[src/rtl/dna_reader.sv]
// Device-DNA port reader: divides clk to drive the DNA port, captures the 57-bit
// serial ID MSB first. Define DNA_READER_VERIFY_EN to require two matching reads.
module dna_reader #(
    parameter int CLK_DIV_LOG2 = 5
) (
    input  logic        clk,
    input  logic        rst,
    output logic        dna_clk,
    output logic        dna_read,
    output logic        dna_shift,
    input  logic        dna_dout,
    output logic [56:0] id,
    output logic        valid
);

    localparam logic [CLK_DIV_LOG2-1:0] CNT_MAX = '1;
    localparam logic [CLK_DIV_LOG2-1:0] CNT_ONE = CLK_DIV_LOG2'(1);

    typedef enum logic [1:0] {
        IDLE  = 2'd0,
        LOAD  = 2'd1,
        SHIFT = 2'd2,
        DONE  = 2'd3
    } state_t;

    state_t                  state_q, state_d;
    logic [CLK_DIV_LOG2-1:0] cnt_q, cnt_d;
    logic                    dna_clk_q, dna_clk_d;
    logic                    read_q, read_d;
    logic                    shift_q, shift_d;
    logic [5:0]              bit_cnt_q, bit_cnt_d;
    logic [56:0]             sr_q, sr_d;
    logic [56:0]             id_q, id_d;
    logic                    valid_q, valid_d;
    logic                    tick_s;
    logic [56:0]             sr_full_s;
`ifdef DNA_READER_VERIFY_EN
    logic [56:0]             ref_q, ref_d;
    logic                    have_ref_q, have_ref_d;
`endif

    assign tick_s    = (cnt_q == CNT_MAX);
    assign sr_full_s = {sr_q[55:0], dna_dout};

    // Divider, capture FSM and output next-state logic; ticks fall with dna_clk.
    always_comb begin
        cnt_d     = cnt_q + CNT_ONE;
        dna_clk_d = cnt_d[CLK_DIV_LOG2-1];
        state_d   = state_q;
        read_d    = read_q;
        shift_d   = shift_q;
        bit_cnt_d = bit_cnt_q;
        sr_d      = sr_q;
        id_d      = id_q;
        valid_d   = valid_q;
`ifdef DNA_READER_VERIFY_EN
        ref_d      = ref_q;
        have_ref_d = have_ref_q;
`endif
        if (tick_s) begin
            case (state_q)
                IDLE: begin
                    state_d = LOAD;
                    read_d  = 1'b1;
                    shift_d = 1'b0;
                end
                LOAD: begin
                    state_d   = SHIFT;
                    read_d    = 1'b0;
                    shift_d   = 1'b1;
                    sr_d      = {56'd0, dna_dout};
                    bit_cnt_d = 6'd1;
                end
                SHIFT: begin
                    sr_d      = sr_full_s;
                    bit_cnt_d = bit_cnt_q + 6'd1;
                    if (bit_cnt_q == 6'd56) begin
                        bit_cnt_d = 6'd0;
`ifdef DNA_READER_VERIFY_EN
                        // Each finished read is compared with the one before it.
                        if (have_ref_q && (sr_full_s == ref_q)) begin
                            state_d = DONE;
                            shift_d = 1'b0;
                            id_d    = sr_full_s;
                            valid_d = 1'b1;
                        end else begin
                            ref_d      = sr_full_s;
                            have_ref_d = 1'b1;
                            state_d    = LOAD;
                            read_d     = 1'b1;
                            shift_d    = 1'b0;
                        end
`else
                        state_d = DONE;
                        shift_d = 1'b0;
                        id_d    = sr_full_s;
                        valid_d = 1'b1;
`endif
                    end else begin
                        shift_d = 1'b1;
                    end
                end
                DONE: begin
                    read_d  = 1'b0;
                    shift_d = 1'b0;
                end
                default: begin
                    state_d = IDLE;
                    read_d  = 1'b0;
                    shift_d = 1'b0;
                end
            endcase
        end else begin
            state_d = state_q;
        end
    end

    // State and output registers with asynchronous reset.
    always_ff @(posedge clk or posedge rst) begin
        if (rst) begin
            cnt_q     <= '0;
            dna_clk_q <= 1'b0;
            state_q   <= IDLE;
            read_q    <= 1'b0;
            shift_q   <= 1'b0;
            bit_cnt_q <= 6'd0;
            sr_q      <= 57'd0;
            id_q      <= 57'd0;
            valid_q   <= 1'b0;
        end else begin
            cnt_q     <= cnt_d;
            dna_clk_q <= dna_clk_d;
            state_q   <= state_d;
            read_q    <= read_d;
            shift_q   <= shift_d;
            bit_cnt_q <= bit_cnt_d;
            sr_q      <= sr_d;
            id_q      <= id_d;
            valid_q   <= valid_d;
        end
    end

`ifdef DNA_READER_VERIFY_EN
    // Reference copy of the previous read.
    always_ff @(posedge clk or posedge rst) begin
        if (rst) begin
            ref_q      <= 57'd0;
            have_ref_q <= 1'b0;
        end else begin
            ref_q      <= ref_d;
            have_ref_q <= have_ref_d;
        end
    end
`endif

    assign dna_clk   = dna_clk_q;
    assign dna_read  = read_q;
    assign dna_shift = shift_q;
    assign id        = id_q;
    assign valid     = valid_q;

endmodule

[config.mk]
export PLATFORM = sky130hd
export DESIGN_NAME = dna_reader
export DESIGN_NICKNAME = d
export VERILOG_FILES = /design/src/rtl/dna_reader.sv
export SDC_FILE = /design/constraint.sdc
export NUM_CORES = 1
export LEC_CHECK = 0
export CORE_AREA = 2 2 125 127
export CTS_BUF_LIST = sky130_fd_sc_hd__clkbuf_8
export CTS_CLUSTER_DIAMETER = 30
export DETAILED_ROUTE_END_ITERATION = 6
export DIE_AREA = 0 0 127 129
export GPL_TIMING_DRIVEN = 0
export MAX_ROUTING_LAYER = met4
export SETUP_SLACK_MARGIN = 0.15
export SYNTH_ARGS = -nofsm -noshare
export SYNTH_HDL_FRONTEND = slang
export SYNTH_SLANG_ARGS = --single-unit
[constraint.sdc]
create_clock -name clk -period 4.27 [get_ports clk]
set_input_delay 0.427 -clock clk [delete_from_list [all_inputs] [get_ports clk]]
set_output_delay 0.427 -clock clk [all_outputs]
set_load 0.01 [all_outputs]
; Word level (Yosys, flattened, before mapping)
; Cells that the tools add are included.
[totals]
regBits = 130
in_bits = 3
output_inout_bits = 61
[classes]
n_addsub = 2
eq_ne = 6
muxes = 8
n_reduce_logical = 10
[ops]
columns = cell, n
row1 = $pmux W56 S2, 1
row2 = $pmux W6 S2, 1
row3 = $add A6 B1 Y6 const B, 1
row4 = $eq A6 B6 Y1 const B, 1
row5 = $mux W6, 1
row6 = $pmux W2 S3, 1
row7 = $reduce_and A3 Y1, 2
row8 = $add A5 B1 Y5 const B, 1
row9 = $eq A5 B5 Y1 const B, 1
row10 = $eq A2 B2 Y1 const B, 2
row11 = $reduce_and A2 Y1, 2
row12 = $reduce_bool A2 Y1, 2
row13 = $reduce_or A2 Y1, 2
row14 = $pmux W1 S3, 1
row15 = $reduce_bool A3 Y1, 1
row16 = $eq A2 B1 Y1 const B, 1
row17 = $logic_not A2 Y1, 1
row18 = $mux W2, 1
row19 = $ne A2 B2 Y1 const B, 1
row20 = $pmux W1 S2, 1
row21 = $mux W1, 1

; Longest topological paths before layout
[depth]
depth_word = 4
ltp_mapped = 9

; Worst setup path after synthesis
; Ideal clock, no wire load.
[synth_path]
path_kind = register to register
start = register cnt_q[0]
end = register id_q[28] (netlist: id[28])
setup_time_ns = 0.127
arrival_ns = 1.812
t_required_ns = 4.143
setup_slack_ns = 2.330
path_stages_with_launch = 10
n_path_buf = 3
synth_period_minus_slack_ns = 1.940
path_cell_list = dfrtp_1 -> ha_1 -> and3_1 -> ha_1 -> buf_2 -> nand4_2 -> nor2_4 -> buf_6 -> buf_6 -> mux2_1
[synth_via]
elab_chain_cells = 2
[synth_lines]
columns = item, line
row1 = "start, declared", 27  ; logic [CLK_DIV_LOG2-1:0] cnt_q, cnt_d;
row2 = "start signal, assigned", 131  ; cnt_q <= cnt_d;
row3 = $eq A5 B5 Y1, 42  ; assign tick_s = (cnt_q == CNT_MAX);
row4 = $reduce_and A3 Y1 (no line), n/a
row5 = "end signal, assigned", 138  ; id_q <= id_d;
row6 = "end, declared", 33  ; logic [56:0] id_q, id_d;
; Every way passes these cells.
; A chain may end at the register's enable or synchronous reset.

; Worst setup path after layout
[layout_path]
start = register cnt_q[0]
end = register id_q[33] (netlist: id[33])
; Same word-level chain as after synthesis.

==> key figures <==
Status
  – Status: finished clean

Floorplanning
  – Row count: 45
  – Num ports: 64
  – Die X: 127 um
  – Initial core utilization: between 30% and 40%
  – Die ar.: 16400 um2
  – Core Box Area: 15000 um2
  – Die Span Y: 129 um

Synth
  – Synth Cell Area: 5170 um2
  – Number of flops mapped to enable cells by yosys: 0
  – Synth Register Bits: between 100 and 150
  – Simple-Gate Fraction of Synth Area: 16.8%
  – Mapped Avg Cell Area: 11.6 um2
  – Post-synthesis compound-gate area fraction: 1.91%
  – Top post-synthesis cells by area: dfrtp_1 62%, nand2_1 8.8%, mux2_2 8.5%
  – YS warnings: 0
  – Top FF cell, synth: dfrtp_1
  – Syn nets: 458
  – Post-Synth XOR/XNOR Area: less than 1%
  – Post-Synth Adder-Cell Area: roughly 2.4%
  – Largest family of logic cells by synthesized area: simple AND/OR/NAND/NOR gates
  – Async S/R FF share, synth: 100%
  – Syn Inst Count: 445
  – Netlist cell types: 35
  – Mux share of post-synthesis cell area: about 13%
  – Seq/Total Area, Yosys: 62.4%
  – Post-synth top area share: 62.4%
  – Yosys top cell by area: dfrtp_1

Clocking
  – Cts repair resizes: 0
  – Clk_lat worst skew: 0.45 ns
  – Root buffer cell: clkbuf_8
  – Clk slew on worst S/H paths: 0.07 ns
  – H-tree Lvls: 4
  – CTS tree: yes
  – Max clock buf depth: 2
  – # hold bufs at CTS: 0
  – Post-CTS setup buffers: 0
  – Cts bufs inserted: 17
  – CTS Sinks: ~130

Critical path
  – R2r endpoint: id[33]
  – Reg2reg setup slack: 2.09 ns
  – RR Startpoint: cnt_q[0]
  – Critical path class: reg -> reg
  – Setup crit end: id[33]
  – Critical Path End Type: flip-flop
  – R2R depth: 9
  – Startpoint Class: flip-flop
  – Crit path from: cnt_q[0]
  – Crit Path Max Fanout: 10
  – Req. time, crit path: 4.60 ns
  – Critical path data arrival time: 2.52 ns

Global routing
  – GRT overflow: 0
  – Largest net degree at the start of global routing: 104
  – Vias in the first global route: 3557
  – First-pass GRT wire length: approximately 18000 um
  – Initial antenna violation count: 0
  – Gr usage total: roughly 14%

Route
  – Vias per cell: 4.79
  – Vias: 3493
  – DRC errors left: 0
  – Routed Antenna Nets: 0
  – 1st-pass router iterations: 4
  – Routed WL: 10300 um
  – Drt wl/cell: 14.1 um
  – Initial DRC Count: 170

Timing
  – RSZ-0062 raised after global routing: no
  – Final hold vios: 0
  – Skew final: 0.0120 ns
  – Final Worst Setup Slack: approximately 2.1 ns
  – Period utilisation layout: 51.1%
  – Count of final setup violators: 0
  – Slew Limit Headroom: roughly 60%
  – Minimum clock period: 2.18 ns
  – Final Max Slew Viols: 0
  – Fmax: 458 MHz
  – Worst slew pin tran: 0.597 ns

Layout
  – Layout area overhead: 24.0%
  – N_diodes: 0
  – Nets: roughly 540
  – Final Util: 42.8%
  – Post-Layout Cell Count: 729
  – Share of layout cells above drive strength 1: 15.9%
  – Most frequent cells in the layout: 129 x dfrtp_1, 121 x nand2_1, 63 x clkdlybuf4s50_1
  – Most common cell after layout, fill and taps aside: dfrtp_1

Placed design
  – DP Worst Slack: 2.08 ns
  – Post-DP HPWL: around 7000 um
  – GP Congestion: ~0.75
  – Port buffer count: 63
  – Cell count after placement: 697

Run
  – Max-cap viol count: 0

Pwr
  – Worst vdd ir: about 0.13 mV
  – Leakage Power: 3.26 nW
  – Tot Pwr: around 0.0022 W
  – Power per standard cell area: around 340 nW/um2

Worst hold path
  – Worst Hold Class: in -> async
==> layout make-up <==
type	count	area [um2]
Clock buffer	17	234
Tap cell	188	235
Timing Repair Buffer	64	658
Inverter	7	31.3
Buffer	27	144
Sequential cell	129	3230
Multi-Input combinational cell	282	1770
Fill cell	1455	8570
Clock inverter	15	106
==> sequential cells by signal, indices dropped and copies added (netlist names) <==
| name | cells |
|---|---|
| id | 57 |
| sr_q | 56 |
| bit_cnt_q | 6 |
| cnt_q | 5 |
| state_q | 2 |
| dna_read | 1 |
| dna_shift | 1 |
| valid | 1 |
==> logic make-up (layout without fill, tap and decap cells) <==
logic type / count (synthesis) / after routing
AOI/OAI and AO/OA: 15 / 15
buffers and inverters: 34 / 130
DFF: 129 / 129
adders and majority gates: 10 / 10
xor gates and xnor gates: 2 / 2
and+or+nand+nor: 196 / 196
muxes: 59 / 59
==> layer usage <==
layer / wire, um / track usage [%] / part of all wire (%) / vias to the layer above
met2: 4910 / 22.0 / 48 / 64
met4: 136 / 5.17 / 1.3 / 0
met5: 0 / - / 0 / -
met1: 4830 / 17.5 / 47 / 1761
li1: - / - / - / 1652
met3: 434 / 5.11 / 4.2 / 16
==> worst min path at each step <==
stage	start	end	slack, ns	depth (start not counted)
after floorplan	cnt_q[0]	cnt_q[0]	0.42	1
after global placement	cnt_q[0]	cnt_q[0]	0.44	1
after detailed placement	cnt_q[0]	cnt_q[0]	0.45	1
after CTS	rst	id[29]	0.29	2
after global routing	rst	id[32]	0.32	2
final	rst	id[29]	0.30	2
==> critical path, cell delays in order, from the launching register on <==
cell and delay [ns]:
dfrtp_1 0.38, ha_1 0.19, and3_1 0.17, ha_1 0.13, buf_2 0.17, nand4_2 0.16, nor2_4 0.17, buf_6 0.19
buf_6 0.17, mux2_1 0.33
==> synth_stat cells (all sizes together) (2+ instances only) <==
| master | instances |
|---|---|
| nand3 | 60 |
| or3 | 2 |
| a31oi | 2 |
| ha | 10 |
| o21ai | 6 |
| dfrtp | 129 |
| inv | 7 |
| o211ai | 2 |
| clkbuf | 9 |
| nor2 | 4 |
| nand2 | 121 |
| buf | 18 |
| mux2 | 58 |
| nand4 | 2 |
==> power by group <==
| group | switching, W | total, W | internal [W] |
|---|---|---|---|
| clock network | 0.000471 | 0.000914 | 0.000443 |
| logic | 0.0000239 | 0.0000284 | 0.00000452 |
| registers | 0 | 0.00122 | 0.00122 |
==> stage by stage <==
step | hold slack [ns] | setup TNS (ns) | cell area (um2)
6_report | 0.301 | 0 | 6410
5_1_grt | 0.323 | 0 | 6410
4_1_cts | 0.290 | 0 | 6410
3_5_place_dp | 0.455 | 0 | 6070
3_3_place_gp | 0.436 | -166.94 | 6040
2_1_floorplan | 0.421 | 0 | 5170
(Power assumes the default switching activity.)
